==> src/rtl/pipe_pkg.sv <==
// Shared types and constants for the pipeline traffic controller.
// Holds the control FSM state encoding and counter helpers.
package pipe_pkg;

   typedef enum logic [1:0] {
      RUN   = 2'd0,
      DRAIN = 2'd1,
      ISSUE = 2'd2
   } ctrl_state_t;

   localparam int REG_IDX_W = 5;
   localparam int XLEN      = 64;
   localparam int CNT_W     = 32;

   // Event counters stick at all-ones instead of wrapping.
   function automatic logic [CNT_W-1:0] sat_inc(
      input logic [CNT_W-1:0] v
   );
      return (&v) ? v : v + 1'b1;
   endfunction

endpackage

==> src/rtl/pipe_traffic_ctrl_hazard_detect.sv <==
// Load-use hazard compare between the load in EX and the consumer in ID.
// Purely combinational; x0 is never a hazard.
module hazard_detect
   import pipe_pkg::*;
(
   input  logic                 ex_valid,
   input  logic                 ex_is_load,
   input  logic [REG_IDX_W-1:0] ex_rd,
   input  logic                 id_valid,
   input  logic [REG_IDX_W-1:0] id_rs1,
   input  logic [REG_IDX_W-1:0] id_rs2,
   input  logic                 id_uses_rs1,
   input  logic                 id_uses_rs2,
   output logic                 load_use
);

   logic rd_nz;
   logic hit1;
   logic hit2;

   assign rd_nz = |ex_rd;
   assign hit1  = id_uses_rs1 && (id_rs1 == ex_rd);
   assign hit2  = id_uses_rs2 && (id_rs2 == ex_rd);

   assign load_use = ex_valid && ex_is_load && rd_nz
                   && id_valid && (hit1 || hit2);

endmodule

==> src/rtl/pipe_traffic_ctrl.sv <==
// Stall/flush/bubble control for the five-stage pipeline registers.
// Priority: redirect > mem_busy > serial drain > load-use > normal.
module pipe_traffic_ctrl
   import pipe_pkg::*;
(
   input  logic                 clk,
   input  logic                 reset,
   input  logic                 id_valid,
   input  logic                 ex_valid,
   input  logic                 mem_valid,
   input  logic                 wb_valid,
   input  logic                 if_ready,
   input  logic                 mem_busy,
   input  logic                 ex_is_load,
   input  logic [REG_IDX_W-1:0] ex_rd,
   input  logic [REG_IDX_W-1:0] id_rs1,
   input  logic [REG_IDX_W-1:0] id_rs2,
   input  logic                 id_uses_rs1,
   input  logic                 id_uses_rs2,
   input  logic                 id_is_serial,
   input  logic                 mem_do_jump,
   input  logic [XLEN-1:0]      mem_jump_target,
   output logic                 id_wr_en,
   output logic                 ex_wr_en,
   output logic                 mem_wr_en,
   output logic                 wb_wr_en,
   output logic                 id_gen_bubble,
   output logic                 ex_gen_bubble,
   output logic                 mem_gen_bubble,
   output logic                 wb_gen_bubble,
   output logic                 pc_wr_en,
   output logic                 redirect_valid,
   output logic [XLEN-1:0]      redirect_pc,
   output logic [CNT_W-1:0]     stall_count,
   output logic [CNT_W-1:0]     flush_count,
   output logic [1:0]           state
);

   ctrl_state_t      state_q, state_d;
   logic [CNT_W-1:0] stall_count_q, stall_count_d;
   logic [CNT_W-1:0] flush_count_q, flush_count_d;

   logic load_use;
   logic redirect;
   logic serial;
   logic any_down;
   logic serial_hold;
   logic stall_evt;

   hazard_detect u_hazard (
      .ex_valid    (ex_valid),
      .ex_is_load  (ex_is_load),
      .ex_rd       (ex_rd),
      .id_valid    (id_valid),
      .id_rs1      (id_rs1),
      .id_rs2      (id_rs2),
      .id_uses_rs1 (id_uses_rs1),
      .id_uses_rs2 (id_uses_rs2),
      .load_use    (load_use)
   );

   // A jump waiting behind mem_busy stays in MEM, so it redirects later.
   assign redirect = mem_valid && mem_do_jump && !mem_busy;
   assign serial   = id_valid && id_is_serial;
   assign any_down = ex_valid || mem_valid || wb_valid;

   // The serial op is held in ID from the cycle it is first seen.
   assign serial_hold = (state_q == DRAIN)
                     || ((state_q == RUN) && serial);

   assign stall_evt = !redirect
                   && (mem_busy || load_use || (state_q == DRAIN));

   // Per-cycle write enables, bubbles and redirect for each pipe register.
   always_comb begin
      id_wr_en       = 1'b1;
      ex_wr_en       = 1'b1;
      mem_wr_en      = 1'b1;
      wb_wr_en       = 1'b1;
      id_gen_bubble  = !if_ready;
      ex_gen_bubble  = !id_valid;
      mem_gen_bubble = !ex_valid;
      wb_gen_bubble  = !mem_valid;
      pc_wr_en       = if_ready;
      redirect_valid = 1'b0;
      redirect_pc    = '0;
      if (reset) begin
         id_gen_bubble  = 1'b1;
         ex_gen_bubble  = 1'b1;
         mem_gen_bubble = 1'b1;
         wb_gen_bubble  = 1'b1;
         pc_wr_en       = 1'b0;
      end else if (redirect) begin
         id_gen_bubble  = 1'b1;
         ex_gen_bubble  = 1'b1;
         mem_gen_bubble = 1'b1;
         wb_gen_bubble  = 1'b0;
         pc_wr_en       = 1'b1;
         redirect_valid = 1'b1;
         redirect_pc    = mem_jump_target;
      end else if (mem_busy) begin
         id_wr_en      = 1'b0;
         ex_wr_en      = 1'b0;
         mem_wr_en     = 1'b0;
         wb_gen_bubble = 1'b1;
         pc_wr_en      = 1'b0;
      end else if (serial_hold) begin
         id_wr_en      = 1'b0;
         ex_gen_bubble = 1'b1;
         pc_wr_en      = 1'b0;
      end else if (state_q == ISSUE) begin
         ex_gen_bubble = 1'b0;
         id_gen_bubble = 1'b1;
         pc_wr_en      = 1'b0;
      end else if (load_use) begin
         id_wr_en      = 1'b0;
         ex_gen_bubble = 1'b1;
         pc_wr_en      = 1'b0;
      end
   end

   // Next FSM state and saturating event counters.
   always_comb begin
      state_d       = state_q;
      stall_count_d = stall_count_q;
      flush_count_d = flush_count_q;
      if (reset) begin
         state_d       = RUN;
         stall_count_d = '0;
         flush_count_d = '0;
      end else begin
         unique case (state_q)
            RUN: begin
               if (serial && !mem_busy)
                  state_d = any_down ? DRAIN : ISSUE;
            end
            DRAIN: begin
               if (!any_down)
                  state_d = ISSUE;
            end
            ISSUE:   state_d = RUN;
            default: state_d = RUN;
         endcase
         if (redirect) begin
            state_d       = RUN;
            flush_count_d = sat_inc(flush_count_q);
         end
         if (stall_evt)
            stall_count_d = sat_inc(stall_count_q);
      end
   end

   // State and counter registers.
   always_ff @(posedge clk) begin
      state_q       <= state_d;
      stall_count_q <= stall_count_d;
      flush_count_q <= flush_count_d;
   end

   assign stall_count = stall_count_q;
   assign flush_count = flush_count_q;
   assign state       = state_q;

endmodule
==> config.mk <==
export PLATFORM = sky130hd
export DESIGN_NAME = pipe_traffic_ctrl
export DESIGN_NICKNAME = d
export VERILOG_FILES = /design/src/rtl/pipe_pkg.sv /design/src/rtl/pipe_traffic_ctrl_hazard_detect.sv /design/src/rtl/pipe_traffic_ctrl.sv
export SDC_FILE = /design/constraint.sdc
export NUM_CORES = 1
export LEC_CHECK = 0
export CAP_MARGIN = 25
export CORE_UTILIZATION = 39
export CTS_CLUSTER_SIZE = 10
export DETAILED_ROUTE_END_ITERATION = 12
export PLACE_DENSITY = 0.87
export RECOVER_POWER = 100
export SLEW_MARGIN = 20
export SYNTH_ARGS = -nofsm -noshare
export SYNTH_HDL_FRONTEND = slang
export SYNTH_SLANG_ARGS = --single-unit
==> constraint.sdc <==
create_clock -name clk -period 3.75 [get_ports clk]
set_input_delay 1.125 -clock clk [delete_from_list [all_inputs] [get_ports clk]]
set_output_delay 1.125 -clock clk [all_outputs]
set_load 0.05 [all_outputs]
==> results of run 1 <==
==> through the flow <==
step           setup slack, ns  std cells  hold WS, ns
5_1_grt                 -0.128        892        0.539
6_report               -0.0314        892        0.491
2_1_floorplan            0.101        509        0.704
3_5_place_dp            -0.432        865        0.484
4_1_cts                 0.0160        890        0.497
3_3_place_gp            -0.324        865        0.474
==> state kept, by name (all words and copies together) (netlist names) <==
signal,cells
flush_count,32
state,2
stall_count,32
==> power groups by stage <==
| stage | combinational (uW) | sequential, uW | clock, uW |
|---|---|---|---|
| global route | 401 | 711 | 759 |
| finish | 386 | 710 | 715 |
| floorplan | 136 | 737 | 0 |
| CTS | 365 | 710 | 722 |
| detailed placement | 359 | 726 | 0 |
| global placement | 351 | 726 | 0 |
==> layout make-up <==
cell class,instances,area [um^2]
clock buffer,9,124
clock inverter,7,118
fill,594,2210
inverter,8,30.0
multi-input combinational,406,2660
sequential,66,1320
tap,133,166
timing repair buffer,263,3280
==> worst reg2reg max path, delay by kind of cell (launching register included) <==
family | cells | cell delay (ns)
xor gates and xnor gates | 1 | 0.22
DFF | 1 | 0.41
and+or+nand+nor | 5 | 1.43
buffers and inverters | 1 | 0.72
==> worst max-delay path by stage <==
stage | startpoint | endpoint | slack [ns] | cells after the start
after detailed placement | ex_rd[2] | ex_gen_bubble | -0.43 | 8
after global placement | ex_rd[4] | ex_gen_bubble | -0.32 | 8
after CTS | ex_rd[0] | ex_gen_bubble | 0.02 | 8
final | ex_rd[0] | ex_gen_bubble | -0.03 | 8
after global routing | ex_rd[0] | ex_gen_bubble | -0.13 | 8
after floorplan | reset | redirect_pc[15] | 0.10 | 6
==> cells in the final DEF, fill, tap and decap left out, drive strengths merged, types with 2 or more instances in the layout <==
| cell | count |
|---|---|
| nand2 | 29 |
| nor2b | 7 |
| dlymetal6s2s | 2 |
| inv | 8 |
| nor3 | 19 |
| nand3 | 27 |
| nand4 | 24 |
| buf | 107 |
| mux2 | 3 |
| dlygate4sd3 | 67 |
| a21oi | 30 |
| a21o | 2 |
| clkdlybuf4s50 | 72 |
| and4 | 10 |
| nor4 | 6 |
| a211oi | 4 |
| ha | 2 |
| nor3b | 2 |
| dlygate4sd2 | 2 |
| nor2 | 42 |
| o21ai | 23 |
| o31ai | 10 |
| and2 | 68 |
| bufinv | 3 |
| and3 | 9 |
| or4 | 13 |
| clkinv | 4 |
| xnor2 | 28 |
| dfxtp | 66 |
| o41a | 2 |
| xor2 | 9 |
| or3 | 21 |
| clkbuf | 22 |
==> kinds of logic (layout without fill, tap and decap cells) <==
kind of cell	Yosys count	after routing	share of synthesized area
flops	66	66	0.326
xor+xnor	37	37	0.0799
simple gates	284	284	0.400
fa+ha+maj	2	2	0.00617
other cells	1	1	0.000924
mux	4	4	0.0117
compound gates	78	78	0.125
buf+inv	37	287	0.0509
==> what timing repair did <==
item                       in CTS  in global routing
setup buffers                   9                  1
pin swaps                      14                 14
cloned                          0                  1
setup endpoints to repair       3                 64
resized for setup              24                 62
==> per-layer routing <==
metal,vias to the layer above,GRT usage,share of wire
li1,2298,-,-
met1,2355,0.342,0.39
met2,270,0.526,0.51
met3,46,0.0714,0.068
met4,0,0.105,0.030
met5,-,0,0
==> impl_metrics.json, run 1 <==
{
  "post_dp_cell_area_mm2": 0.00726,
  "syn-num-nets": 603,
  "tightest_slew_ns": 0.915,
  "grt_pass1_vias": 4810,
  "p_leak_uw": 0.00301,
  "die_y_um": 104,
  "reg2reg_depth": 7,
  "synthesis.area_mm2": 0.00406,
  "setup_viol": 1,
  "initial_core_util": 0.409,
  "stdcell_area_mm2": 0.00770,
  "slowest_stage": "a211oi_2",
  "drt-pass1-iter-count": 6,
  "min_to": "stall_count[23]$_SDFFE_PP0P_",
  "p_sw_uw": 465,
  "dp_hpwl_um": 12800,
  "p_per_area_mw_per_mm2": 235,
  "power_uw": 1810,
  "utilization": 0.777,
  "power_frac_seq": 0.392,
  "synth_common_cells": "68 x and2_1, 66 x dfxtp_1, 42 x nor2_1",
  "setup_slack_ns": -0.0314,
  "p_clk_frac": 0.395,
  "dieArea_mm2": 0.0108,
  "finalCritPeriodShare": 1.01,
  "crit_family": "compound AO/OA/AOI/OAI gates",
  "max_freq_mhz": 264,
  "failed_checks": "negative setup slack",
  "antennaDiodeCount": 0,
  "max_stage_delay_ns": 0.31,
  "drive_above_1_share": 0.220,
  "grt_max_degree": 70,
  "setup_tns_ns": -0.0314,
  "combPwrFrac": 0.213,
  "synth_edf_count": 0,
  "maxCapViolations": 0,
  "synth_area_leaders": "dfxtp_1 33%, and2_1 10%, xnor2_1 6.0%, nor2_1 3.9%, nand4_1 3.5%",
  "antenna_found_initial": 0,
  "vias": 4969,
  "ys_types": 55,
  "synth-seq-area-share": 0.326,
  "num_rows": 36,
  "io_pins": 232,
  "die_w_um": 104,
  "outcome": "finished, violations left",
  "cp_num_buf_inv": 2,
  "finClkSkew_ns": 0.0116,
  "cts_tree": "done",
  "port_buffers": 230,
  "rsz0062_at_grt": "yes",
  "critical_path_arrival_ns": 2.66,
  "synth.most_common_cell": "and2_1",
  "hp-start": "stall_count[23]$_SDFFE_PP0P_",
  "grt_usage": 0.295,
  "power.internal_uw": 1350,
  "timing.rr.start": "flush_count[21]$_SDFFE_PP0P_",
  "fin_nets": 848,
  "drt_iter0_markers": 336,
  "start_kind": "input port",
  "ys_async_sr_fraction": 0,
  "core-area_mm2": 0.00991,
  "cts_made_buffers": 9,
  "regToRegSetupSlack_ns": 0.82,
  "cts_root_buf": "clkbuf_8",
  "drc": 0,
  "viasPerCell": 5.57,
  "ys_warn_count": 0,
  "routedWlPerCell_um": 18.6,
  "antenna_left": 0,
  "synth_top_area_frac": 0.326,
  "maxSlewHeadroom": 0.390,
  "htreeDepth": 3,
  "ctsHoldBuffers": 0,
  "switching_share": 0.257,
  "period_needed_ns": 3.78,
  "clockBufferDepth": 2,
  "hold_depth": 2,
  "area_delta_synth_final_pct": 89.7,
  "grt_pass1_wl_um": 25300,
  "hp-class": "reg -> reg",
  "worstPathRequired_ns": 2.62,
  "syn_avg_cell_area_um2": 7.97,
  "gp_congestion": 0.978,
  "finalWirelength_um": 16600,
  "yosysTopAreaCell": "dfxtp_1",
  "end_kind": "output port",
  "hold_viol": 0,
  "ys_ff_latch": 66,
  "clk_pin_slew_ns": 0.06,
  "worst-setup-path-type": "in -> out",
  "grt-ovfl-total": 0,
  "peakVddDrop_uv": 240,
  "clk_latency_ns": 0.34,
  "synth_ff_type": "dfxtp_1",
  "crit_chain": "clkbuf_2, xnor2_1, nand4_1, o22ai_4, nand2_2, a211oi_2, a21o_1, buf_12",
  "crit_fanout": 3,
  "slew_violations": 0,
  "synthCells": 509,
  "r2r_end": "flush_count[15]$_SDFFE_PP0P_",
  "clock-sinks": 66
}
(Power assumes the default switching activity.)
==> inputs of run 2 (changes only) <==
--- a/config.mk
+++ b/config.mk
@@ -11,6 +11,7 @@
 export DETAILED_ROUTE_END_ITERATION = 12
 export PLACE_DENSITY = 0.87
 export RECOVER_POWER = 100
+export SETUP_SLACK_MARGIN = 0.4
 export SLEW_MARGIN = 20
 export SYNTH_ARGS = -nofsm -noshare
 export SYNTH_HDL_FRONTEND = slang
==> impl_metrics.json, run 2 (same netlist as run 1, synthesis figures left out) <==
{
  "outcome": "finished, violations left",
  "failed_checks": "negative setup slack",
  "drt_iter0_markers": 423,
  "routedWlPerCell_um": 23.6,
  "p_per_area_mw_per_mm2": 216,
  "grt_pass1_wl_um": 27700,
  "period_needed_ns": 3.81,
  "clock-sinks": 66,
  "drc": 0,
  "dieArea_mm2": 0.0108,
  "max_freq_mhz": 262,
  "area_delta_synth_final_pct": 111,
  "crit_start": "id_rs1[2]",
  "core-area_mm2": 0.00991,
  "grt-ovfl-total": 0,
  "num_rows": 36,
  "timing.rr.start": "stall_count[0]$_SDFFE_PP0P_",
  "crit_chain": "buf_6, xnor2_2, nand4_1, o22ai_4, nand2_2, a211oi_4, a21o_2, buf_12",
  "viasPerCell": 5.83,
  "crit_cells": 8,
  "post-place-ws_ns": -0.526,
  "worstPathRequired_ns": 2.62,
  "io_pins": 232,
  "cts_made_buffers": 9,
  "finalWirelength_um": 21800,
  "grt_max_degree": 71,
  "clockBufferDepth": 2,
  "drive_above_1_share": 0.390,
  "setup_viol": 1,
  "die_y_um": 104,
  "p_leak_uw": 0.00339,
  "maxSlewHeadroom": 0.384,
  "clk_pin_slew_ns": 0.07,
  "fillerInstances": 472,
  "power_uw": 1850,
  "critical_path_arrival_ns": 2.69,
  "maxCapViolations": 0,
  "utilization": 0.863,
  "mostFrequentLayoutCells": "80 x buf_12, 67 x clkdlybuf4s50_1, 66 x dfxtp_1, 66 x dlygate4sd3_1, 56 x and2_4",
  "start_kind": "input port",
  "clk_latency_ns": 0.35,
  "finalCritPeriodShare": 1.02,
  "end_kind": "output port",
  "die_w_um": 104,
  "gp_congestion": 0.981,
  "max_stage_delay_ns": 0.31,
  "finClkSkew_ns": 0.0137,
  "drt-pass1-iter-count": 5,
  "grt_pass1_vias": 5010,
  "vias": 5382,
  "cp_num_buf_inv": 2,
  "hold_viol": 0,
  "cts_root_buf": "clkbuf_8",
  "ctsHoldBuffers": 0,
  "slew_violations": 0,
  "reg2reg_depth": 10,
  "cts_tree": "done",
  "hp-class": "reg -> reg",
  "htreeDepth": 3,
  "grt_usage": 0.329,
  "antenna_found_initial": 3,
  "initial_core_util": 0.409,
  "fin_nets": 877,
  "antenna_left": 0,
  "slowest_stage": "a211oi_4",
  "tightest_slew_ns": 0.924,
  "hp-start": "stall_count[4]$_SDFFE_PP0P_",
  "dp_hpwl_um": 13400,
  "layout_commonest_cell": "buf_12",
  "crit_family": "compound AO/OA/AOI/OAI gates",
  "hold_depth": 2,
  "rsz0062_at_grt": "yes",
  "port_buffers": 230,
  "setup_slack_ns": -0.0642,
  "worst-setup-path-type": "in -> out",
  "peakVddDrop_uv": 219,
  "crit_fanout": 3
}
## run 2: changes by cell type in the layout (fill, tap and decap cells not counted), sizes merged, moves of 3 or more
cell           previous run  this run
clkbuf                   22        18
clkdlybuf4s50            72        67
dlygate4sd2               2         5
buf                     107       145
inv                       8        11
## run 2: layout make-up
class,count,area (um^2),area share
Timing Repair Buffer,292,3750,0.439
Antenna cell,2,5.00,0.000585
Sequential cell,66,1320,0.155
Multi-Input combinational cell,406,3060,0.358
Inverter,8,30.0,0.00351
Clock inverter,6,72.6,0.00849
Tap cell,133,166,0.0195
Clock buffer,10,138,0.0161
## run 2: what timing repair did
action                                  in CTS  in global routing
gates resized for setup                    111                101
endpoints found under the setup margin      72                 84
endpoints found under the hold margin        0                  0
cloned                                       2                  7
setup buffers                               13                 16
pin swaps                                   22                 58
## run 2: worst reg2reg max path, delay by kind of cell (launching register included)
kind | cells | cell delay [ns]
xor gates and xnor gates | 1 | 0.15
buffers and inverters | 3 | 0.37
adders and majority gates | 1 | 0.25
DFF | 1 | 0.42
and+or+nand+nor | 5 | 1.64
## run 2: per-stage QoR
step	std cells	TNS, ns	cell area, um^2	hold WS [ns]
floorplan	509	0	4230	0.704
global placement	867	-0.975	7420	0.478
detailed placement	867	-1.32	7420	0.493
CTS	898	0	7920	0.507
global route	923	-0.0630	8550	0.531
finish	923	-0.0642	8550	0.506
## run 2: path summary, 6_finish.rpt
check             slack (ns)                          end
setup / recovery       -0.06                ex_gen_bubble
hold reg to reg         0.51  stall_count[4]$_SDFFE_PP0P_
hold / removal          0.51  stall_count[4]$_SDFFE_PP0P_
setup reg to reg        0.78  stall_count[0]$_SDFFE_PP0P_
## run 2: power by group
| part | switching [uW] | internal (uW) |
|---|---|---|
| logic | 230 | 261 |
| registers | 6.50 | 704 |
| clock network | 313 | 335 |
| total | 549 | 1300 |
## run 2: layer usage
metal | GRT usage | vias to the layer above | share of wire | wire (um)
met3 | 0.0815 | 89 | 0.081 | 1760
met2 | 0.602 | 341 | 0.52 | 11300
met1 | 0.349 | 2577 | 0.34 | 7490
met5 | 0 | - | 0 | 0
met4 | 0.162 | 0 | 0.055 | 1210
li1 | - | 2375 | - | -
